==> src/rtl/mult_issue_sched.sv <==
// rtl/mult_issue_sched.sv - round-robin issue of multiply requests onto one shared pipelined multiplier with an in-order result buffer
`ifndef XLEN
`define XLEN 32
`endif

typedef enum logic [3:0] {
    ALU_ADD    = 4'h0,
    ALU_MUL    = 4'h8,
    ALU_MULH   = 4'h9,
    ALU_MULHSU = 4'ha,
    ALU_MULHU  = 4'hb
} ALU_FUNC;

module mult_issue_sched #(
    parameter int NUM_REQ = 3,
    parameter int TAG_W   = 6,
    parameter int LAT     = 2,
    parameter int DEPTH   = 4
) (
    input  logic                 clk,
    input  logic                 rst,
    input  logic                 pipe_flush,
    input  logic [NUM_REQ-1:0]   req_valid,
    input  ALU_FUNC              req_func [NUM_REQ],
    input  logic [`XLEN-1:0]     req_opa  [NUM_REQ],
    input  logic [`XLEN-1:0]     req_opb  [NUM_REQ],
    input  logic [TAG_W-1:0]     req_tag  [NUM_REQ],
    output logic [NUM_REQ-1:0]   req_ready,
    output logic [`XLEN-1:0]     mult_mcand,
    output logic [`XLEN-1:0]     mult_mplier,
    output ALU_FUNC              mult_func,
    input  logic [`XLEN-1:0]     mult_result,
    input  logic                 cdb_ready,
    output logic                 cdb_valid,
    output logic [TAG_W-1:0]     cdb_tag,
    output logic [`XLEN-1:0]     cdb_result,
    output logic                 busy
);

    localparam int PTR_W = (NUM_REQ > 1) ? $clog2(NUM_REQ) : 1;
    localparam int AW    = (DEPTH > 1) ? $clog2(DEPTH) : 1;
    localparam int CNT_W = $clog2(DEPTH + 1);

    logic [PTR_W-1:0] rr_ptr;
    logic             grant_any;
    logic [PTR_W-1:0] grant_idx;

    logic [LAT-1:0]   sh_valid;
    logic [TAG_W-1:0] sh_tag [LAT];

    logic [TAG_W-1:0]  fifo_tag [DEPTH];
    logic [`XLEN-1:0]  fifo_res [DEPTH];
    logic [AW-1:0]     wr_ptr;
    logic [AW-1:0]     rd_ptr;
    logic [CNT_W-1:0]  fifo_count;
    logic              fifo_nonempty;

    logic [CNT_W:0]    inflight;
    logic [CNT_W:0]    occupancy;
    logic              credit_ok;
    logic              push;
    logic              pop;

    function automatic logic [AW-1:0] ptr_inc(input logic [AW-1:0] p);
        return (p == AW'(DEPTH - 1)) ? '0 : p + 1'b1;
    endfunction

    assign fifo_nonempty = (fifo_count != '0);
    assign push          = sh_valid[LAT-1];
    assign pop           = fifo_nonempty & cdb_ready;

    // Credits: every grant owns a buffer slot from issue until it leaves on the CDB
    always_comb begin
        inflight = '0;
        for (int k = 0; k < LAT; k++) begin
            inflight = inflight + {{CNT_W{1'b0}}, sh_valid[k]};
        end
        occupancy = {1'b0, fifo_count} + inflight;
        credit_ok = (occupancy < (CNT_W + 1)'(DEPTH));
    end

    // Round-robin search starting at rr_ptr, wrapping upward; one grant at most
    always_comb begin : arb
        int                cand;
        logic [PTR_W-1:0]  cand_idx;
        cand      = 0;
        cand_idx  = '0;
        grant_any = 1'b0;
        grant_idx = '0;
        req_ready = '0;
        if (!rst && !pipe_flush && credit_ok) begin
            for (int k = 0; k < NUM_REQ; k++) begin
                cand = int'(rr_ptr) + k;
                if (cand >= NUM_REQ) begin
                    cand = cand - NUM_REQ;
                end
                cand_idx = PTR_W'(cand);
                if (!grant_any && req_valid[cand_idx]) begin
                    grant_any = 1'b1;
                    grant_idx = cand_idx;
                end
            end
        end
        if (grant_any) begin
            req_ready[grant_idx] = 1'b1;
        end
    end

    // Steer the granted way's operands to the multiplier; idle drives a harmless add of zeros
    always_comb begin
        mult_mcand  = '0;
        mult_mplier = '0;
        mult_func   = ALU_ADD;
        if (grant_any) begin
            mult_mcand  = req_opa[grant_idx];
            mult_mplier = req_opb[grant_idx];
            mult_func   = req_func[grant_idx];
        end
    end

    // Pointer moves past the winner only; flush keeps fairness history
    always_ff @(posedge clk) begin
        if (rst) begin
            rr_ptr <= '0;
        end else if (grant_any) begin
            rr_ptr <= (grant_idx == PTR_W'(NUM_REQ - 1)) ? '0 : grant_idx + 1'b1;
        end
    end

    // Shadow valids track each operation through the multiplier's stages
    always_ff @(posedge clk) begin
        if (rst || pipe_flush) begin
            sh_valid <= '0;
        end else begin
            sh_valid[0] <= grant_any;
            for (int k = 1; k < LAT; k++) begin
                sh_valid[k] <= sh_valid[k-1];
            end
        end
    end

    // Shadow tags need no reset; they are qualified by the shadow valids
    always_ff @(posedge clk) begin
        sh_tag[0] <= req_tag[grant_idx];
        for (int k = 1; k < LAT; k++) begin
            sh_tag[k] <= sh_tag[k-1];
        end
    end

    // Result buffer pointers and count; flush drops any same-cycle push or pop
    always_ff @(posedge clk) begin
        if (rst || pipe_flush) begin
            wr_ptr     <= '0;
            rd_ptr     <= '0;
            fifo_count <= '0;
        end else begin
            if (push) begin
                wr_ptr <= ptr_inc(wr_ptr);
            end
            if (pop) begin
                rd_ptr <= ptr_inc(rd_ptr);
            end
            case ({push, pop})
                2'b10:   fifo_count <= fifo_count + 1'b1;
                2'b01:   fifo_count <= fifo_count - 1'b1;
                default: fifo_count <= fifo_count;
            endcase
        end
    end

    // Capture the multiplier output alongside the tag of the op that produced it
    always_ff @(posedge clk) begin
        if (push && !rst && !pipe_flush) begin
            fifo_tag[wr_ptr] <= sh_tag[LAT-1];
            fifo_res[wr_ptr] <= mult_result;
        end
    end

    assign cdb_valid  = fifo_nonempty & ~rst;
    assign cdb_tag    = fifo_tag[rd_ptr];
    assign cdb_result = fifo_res[rd_ptr];
    assign busy       = ((|sh_valid) | fifo_nonempty) & ~rst;

endmodule
==> config.mk <==
export PLATFORM = sky130hd
export DESIGN_NAME = mult_issue_sched
export DESIGN_NICKNAME = d
export VERILOG_FILES = /design/src/rtl/mult_issue_sched.sv
export SDC_FILE = /design/constraint.sdc
export NUM_CORES = 1
export LEC_CHECK = 0
export CAP_MARGIN = 20
export CORE_AREA = 2 2 151 153
export DETAILED_ROUTE_END_ITERATION = 16
export DIE_AREA = 0 0 153 155
export DONT_BUFFER_PORTS = 1
export PLACE_DENSITY_LB_ADDON = 0.2
export SLEW_MARGIN = 20
export SYNTH_ARGS = -nofsm -noshare
export SYNTH_HDL_FRONTEND = slang
export SYNTH_SLANG_ARGS = --single-unit
==> constraint.sdc <==
create_clock -name clk -period 7.1 [get_ports clk]
set_clock_uncertainty 0.15 [all_clocks]
set_input_delay 0.71 -clock clk [delete_from_list [all_inputs] [get_ports clk]]
set_output_delay 0.71 -clock clk [all_outputs]
set_load 0.005 [all_outputs]
==> results of run 1 <==
==> cell usage in the layout (no fill, tap or decap), types with 2 or more instances in the layout <==
cell / Yosys / final
a21oi_1: 6 / 6
a221o_1: 6 / 6
and2_1: 7 / 7
and3_2: 0 / 4
buf_4: 3 / 6
bufinv_16: 0 / 3
clkbuf_16: 0 / 17
clkinv_2: 0 / 2
clkinv_4: 0 / 3
clkinvlp_4: 0 / 2
dfxtp_1: 25 / 23
dfxtp_2: 0 / 2
diode_2: 0 / 7
edfxtp_1: 152 / 152
ha_1: 10 / 10
inv_1: 81 / 81
inv_6: 0 / 2
inv_8: 0 / 2
mux2i_1: 6 / 6
mux4_2: 38 / 38
nand2_1: 71 / 71
nand2b_1: 2 / 2
nand3b_1: 2 / 2
nor2_1: 13 / 13
nor3_1: 5 / 4
o211ai_1: 54 / 54
o21ai_0: 71 / 71
o311ai_0: 12 / 11
o311ai_1: 2 / 3
or2_2: 2 / 2
or3_1: 2 / 2
xor2_1: 2 / 2
==> routing by layer <==
layer  part of all wire  vias up  wire, um  track usage
met5            0.00045        -        13            0
met4              0.025        2       721       0.0780
met3              0.090       35      2580       0.0908
met2               0.50      281     14400        0.408
met1               0.38     2721     11000        0.278
li1                   -     2321         -            -
==> state kept, by name, indices dropped and copies added (netlist names), named ones only <==
name,cells
fifo_count,3
fifo_res,128
fifo_tag,24
rd_ptr,2
rr_ptr,2
sh_tag,12
sh_valid,2
wr_ptr,2
==> logic make-up after synthesis <==
family          count (synthesis)  synth area share
flops                         177             0.616
compound gates                160             0.128
buf+inv                       123            0.0635
simple gates                  112            0.0610
mux                            44             0.111
fa+ha+maj                      11            0.0177
xor+xnor                        2           0.00213
==> final timing paths <==
path	end	slack (ns)	depth (start not counted)
setup / recovery	mult_mplier[9]	2.60	8
hold / removal	sh_tag[0][8]	0.18	0
setup reg to reg	rr_ptr[0]	3.76	7
hold reg to reg	sh_tag[0][8]	0.18	0
==> power by group through the flow <==
stage	clock, mW	sequential [mW]	combinational [mW]
after floorplan	0	1.17	0.0865
after CTS	0.963	1.14	0.122
final	0.946	1.15	0.121
after detailed placement	0	1.17	0.121
after global placement	0	1.17	0.120
after global routing	1.00	1.15	0.134
==> stage by stage <==
stage	total power, mW	util	std cells
after floorplan	1.25	-	629
after global placement	1.29	0.379	878
after detailed placement	1.29	0.379	878
after CTS	2.23	0.407	909
after global routing	2.28	0.407	915
final	2.21	0.408	916
==> final cells by class <==
type | instances | area, sq um | area share
inverters | 81 | 304 | 0.0336
diodes | 7 | 17.5 | 0.00193
well taps | 285 | 357 | 0.0394
multi-input cells | 329 | 2660 | 0.294
clock inverters | 14 | 181 | 0.0200
clock buffers | 17 | 425 | 0.0470
flip-flops and latches | 177 | 5070 | 0.559
repair buffers | 6 | 45.0 | 0.00497
==> results.tsv, run 1 <==
metric	value	unit
cts_inserted_buffers	17	
cts_resized	0	
synth_edf_count	152	
hpwl	22.2	mm
p_int	1.74	mW
grt_start_max_net_pins	77	
cp_max_fo	52	
comb_power_share	0.055	
setup_viol	0	
dpl_cell_area	0.00843	sq mm
cp_num_buf_inv	2	
clock_latency	0.42	ns
ys_types	41	
worstSetupPathType	reg2out	
timing.rr.start	fifo_count[0]	
wl_per_cell	31.3	um
critPathTopFamily	compound AO/OA/AOI/OAI gates	
clock-sinks	177	
yosysMostFrequentCell	edfxtp_1	
wl	28.7	mm
layout-drive-gt1-share	0.143	
crit_start	fifo_count[0]	
fin_crit	4.50	ns
place_ws	2.55	ns
cts.clk_slew.worst_paths	0.07	ns
drc	0	
cp-end-kind	output pin	
drv_cap	0	
grt_remaining_overflow	0	
synth.avg_cell_area	13.1	sq um
startpoint_type	flop	
required	6.24	ns
power_leakage	2.95	nW
initial_utilization	0.370	
clockPowerShare	0.428	
die_h	155	um
synthTopCellsByArea	edfxtp_1 56%, mux4_2 10%, dfxtp_1 6.1%	
io_buffers	0	
postCtsSetupBuffers	0	
final.setup.worst_slack	2.60	ns
grt_pass1_wl	40.6	mm
fmax	222	MHz
grt_use_total	0.238	
syn2layout_area_growth	10.2	%
synthCells	629	
synth.cell_area	0.00822	sq mm
yosys_warnings	0	
fillers	2092	
cts_max_level	4	
cp.arrival	3.64	ns
vias_per_cell	5.85	
coreArea	0.0222	sq mm
grt_setup_unrepaired	no	
synth-seq-cells	177	
synth.top_cell.area_share	0.555	
dr_total_vias	5360	
fin_setup_tns	0	ns
slew_headroom	0.301	
drtIter0Drc	319	
drtPass1Iterations	5	
hold_class	reg2reg	
hold_violations	0	
path_cells	ha_1, a21o_1, a211oi_2, o2111a_2, buf_4, or3_1, o311ai_0, buf_4	
die_area	0.0237	sq mm
rows	55	
ctsHoldBuffers	0	
die-width	153	um
clock_path_buffers	2	
antenna_found_initial	7	
yosys-top-cells-count	152 x edfxtp_1, 81 x inv_1, 71 x nand2_1, 71 x o21ai_0, 54 x o211ai_1	
yosysTopAreaCell	edfxtp_1	
root_buffer	clkbuf_16	
stdcell_area	0.00906	sq mm
status	completed	
cellPowerDensity	244	mW/mm^2
ant_nets	0	
swShare	0.215	
tightest_slew	1.05	ns
p_sw	0.477	mW
cp_slowest_cell	or3_1	
seqPwrFrac	0.518	
holdWs	0.179	ns
syn-num-nets	901	
peakVddDrop	205	uV
slowest_delay	0.53	ns
routabilityCongestion	1.10	
io_pins	372	
grt_pass1_vias	5510	
async_flop_share	0	
maxSlewViolCount	0	
synth_seq_area_share	0.616	
cp_common_cell	buf_4	
min_from	sh_tag[0][2]	
period_share	0.634	
cts_tree	built	
final_nets	884	
synth_ff_type	edfxtp_1	
No activity file was read; power rests on OpenSTA's default activity.
==> inputs of run 2 (changes only) <==
==> constraint.sdc (replaced) <==
create_clock -name clk -period 4.5 [get_ports clk]
set_clock_uncertainty 0.15 [all_clocks]
set_input_delay 0.45 -clock clk [delete_from_list [all_inputs] [get_ports clk]]
set_output_delay 0.45 -clock clk [all_outputs]
set_load 0.005 [all_outputs]
==> run 2 against run 1 <==
- sequential power is 57% higher
- die area stayed put
- clock power is 51% higher
- sequential share of layout area is 2.3 points lower
- non-clock buffer count is 43 higher
- largest power group unchanged
- cell count is 4.4% higher
- critical path depth is 1 higher
- total power is 57% higher
- first-iteration DRC count is 36% higher
- global-route usage is 2.0 points lower
- highest routed layer unchanged
- wire length is 7.0% lower
- design area is 4.3% higher
==> results.tsv, run 2 (synthesized netlist as in run 1, its figures left out) <==
metric	value	unit	change
dr_total_vias	5578		was 5360
cellPowerDensity	368	mW/mm^2	was 244 mW/mm^2
tightest_slew	1.04	ns	was 1.05 ns
grt_setup_unrepaired	yes		was no
vias_per_cell	5.83		was 5.85
cts.clk_slew.worst_paths	0.06	ns	was 0.07 ns
grt_start_max_net_pins	77		unchanged
grt_pass1_vias	5540		was 5510
p_total	3.47	mW	was 2.21 mW
timing.rr.start	rr_ptr[0]		was fifo_count[0]
cp_common_cell	buf_4		unchanged
peakVddDrop	260	uV	was 205 uV
period_share	0.970		
rows	55		unchanged
initial_utilization	0.370		unchanged
seq_area	0.00507	sq mm	unchanged
io_buffers	0		unchanged
path_cells	inv_1, ha_1, nand2_1, o221ai_1, nor4_4, buf_4, or3_1, o311ai_0, buf_4		was ha_1, a21o_1, a211oi_2, o2111a_2, buf_4, or3_1, o311ai_0, buf_4
io_pins	372		unchanged
place_ws	0.393	ns	was 2.55 ns
cts_tree	built		unchanged
reg2regPathDepth	8		was 7
endpoint	mult_mcand[7]		was mult_mplier[9]
drv_cap	0		unchanged
slowest_delay	0.71	ns	was 0.53 ns
hold_violations	0		unchanged
grt_use_total	0.218		was 0.238
grt_remaining_overflow	0		unchanged
wl	26.7	mm	was 28.7 mm
top_register	fifo_res		unchanged
setup_viol	0		unchanged
r2r_slack	1.16	ns	was 3.76 ns
largest_reg_flops	128		unchanged
drc	0		unchanged
cts_max_level	4		unchanged
layout.cells.non_filler	956		was 916
fillers	2053		was 2092
antenna_found_initial	4		was 7
timing.rr.end	rr_ptr[0]		unchanged
cp_slowest_cell	o311ai_0		was or3_1
startpoint_type	flop		unchanged
die-width	153	um	unchanged
fin_crit	4.37	ns	
hold_class	in2reg		was reg2reg
clock_path_buffers	2		unchanged
fmax	229	MHz	
cp-end-kind	output pin		unchanged
die_area	0.0237	sq mm	unchanged
reg_top3	fifo_res: 128 flops, fifo_tag: 24 flops, sh_tag: 12 flops		unchanged
mostFrequentLayoutCells	152 x edfxtp_1, 81 x inv_1, 71 x nand2_1, 71 x o21ai_0, 54 x o211ai_1		unchanged
final_core_util	0.425		was 0.408
cp.arrival	3.77	ns	was 3.64 ns
status	completed		unchanged
clock_latency	0.42	ns	about the same
cp_max_fo	19		was 52
required	3.90	ns	was 6.24 ns
slew_headroom	0.305		was 0.301
ant_nets	0		unchanged
cts_inserted_buffers	17		unchanged
multi_input_area	0.00267	sq mm	was 0.00266 sq mm
die_h	155	um	unchanged
power_leakage	3.14	nW	was 2.95 nW
wl_per_cell	27.9	um	was 31.3 um
final.setup.worst_slack	0.134	ns	was 2.60 ns
layout_commonest_cell	edfxtp_1		unchanged
drtIter0Drc	435		was 319
clock-sinks	177		unchanged
drtPass1Iterations	5		unchanged
syn2layout_area_growth	14.9	%	was 10.2%
hpwl	20.1	mm	was 22.2 mm
worstSetupPathType	reg2out		unchanged
crit_start	rr_ptr[0]		was fifo_count[0]
routabilityCongestion	1.07		was 1.10
coreArea	0.0222	sq mm	unchanged
layout-drive-gt1-share	0.151		was 0.143
grt_pass1_wl	37.4	mm	was 40.6 mm
root_buffer	clkbuf_16		unchanged
final_nets	927		was 884
maxSlewViolCount	0		unchanged
placed_cells	888		was 878
## run 2: critical path: cells and delay by family, from the launching register on
family	cells	cell delay, ns
adders and majority gates	1	0.37
DFF	1	0.34
buffers and inverters	3	0.54
AOI/OAI and AO/OA	2	1.20
and+or+nand+nor	3	0.86
## run 2: final cells by class
class | count | area share
repair buffers | 49 | 0.0477
inverters | 81 | 0.0322
well taps | 285 | 0.0377
clock buffers | 17 | 0.0450
flip-flops and latches | 177 | 0.536
multi-input cells | 329 | 0.283
clock inverters | 15 | 0.0171
diodes | 3 | 0.000795
## run 2: worst min path at each step
stage	start	to	slack (ns)	cells past startpoint
6_report	req_tag[13]	sh_tag[0][1]	0.05	1
5_1_grt	req_tag[13]	sh_tag[0][1]	0.02	1
4_1_cts	req_tag[13]	sh_tag[0][1]	0.03	1
3_5_place_dp	sh_tag[0][0]	sh_tag[0][6]	0.17	0
3_3_place_gp	sh_tag[0][3]	sh_tag[0][9]	0.17	0
2_1_floorplan	sh_tag[0][4]	sh_tag[0][10]	0.16	0
## run 2: layer usage
| layer | up-vias | GRT usage | routed length, um |
|---|---|---|---|
| met4 | 2 | 0.0833 | 741 |
| met2 | 381 | 0.356 | 12900 |
| met1 | 2742 | 0.262 | 10300 |
| met5 | - | 0 | 12 |
| li1 | 2409 | - | - |
| met3 | 44 | 0.0855 | 2690 |
## run 2: timing repair
| action | in CTS | in global routing |
|---|---|---|
| gates resized for setup | 1 | 3 |
| endpoints found under the setup margin | 1 | 5 |
| pin swaps | 0 | 1 |
| buffers inserted | 0 | 0 |
| hold buffers | 33 | 0 |
| endpoints found under the hold margin | 130 | 0 |
## run 2: power breakdown
part | leakage (nW) | total (mW) | internal, mW | switching [mW]
registers | 1.57 | 1.81 | 1.80 | 0.00969
clock network | 0.288 | 1.43 | 0.824 | 0.601
logic | 1.28 | 0.242 | 0.0880 | 0.154
total | 3.14 | 3.47 | 2.71 | 0.765
## run 2: through the flow
stage / cell area (sq um) / TNS [ns] / hold slack (ns)
detailed placement: 8510 / 0 / 0.167
global route: 9440 / -0.0598 / 0.0201
CTS: 9420 / 0 / 0.0300
global placement: 8510 / 0 / 0.169
finish: 9450 / 0 / 0.0478
floorplan: 8220 / 0 / 0.160
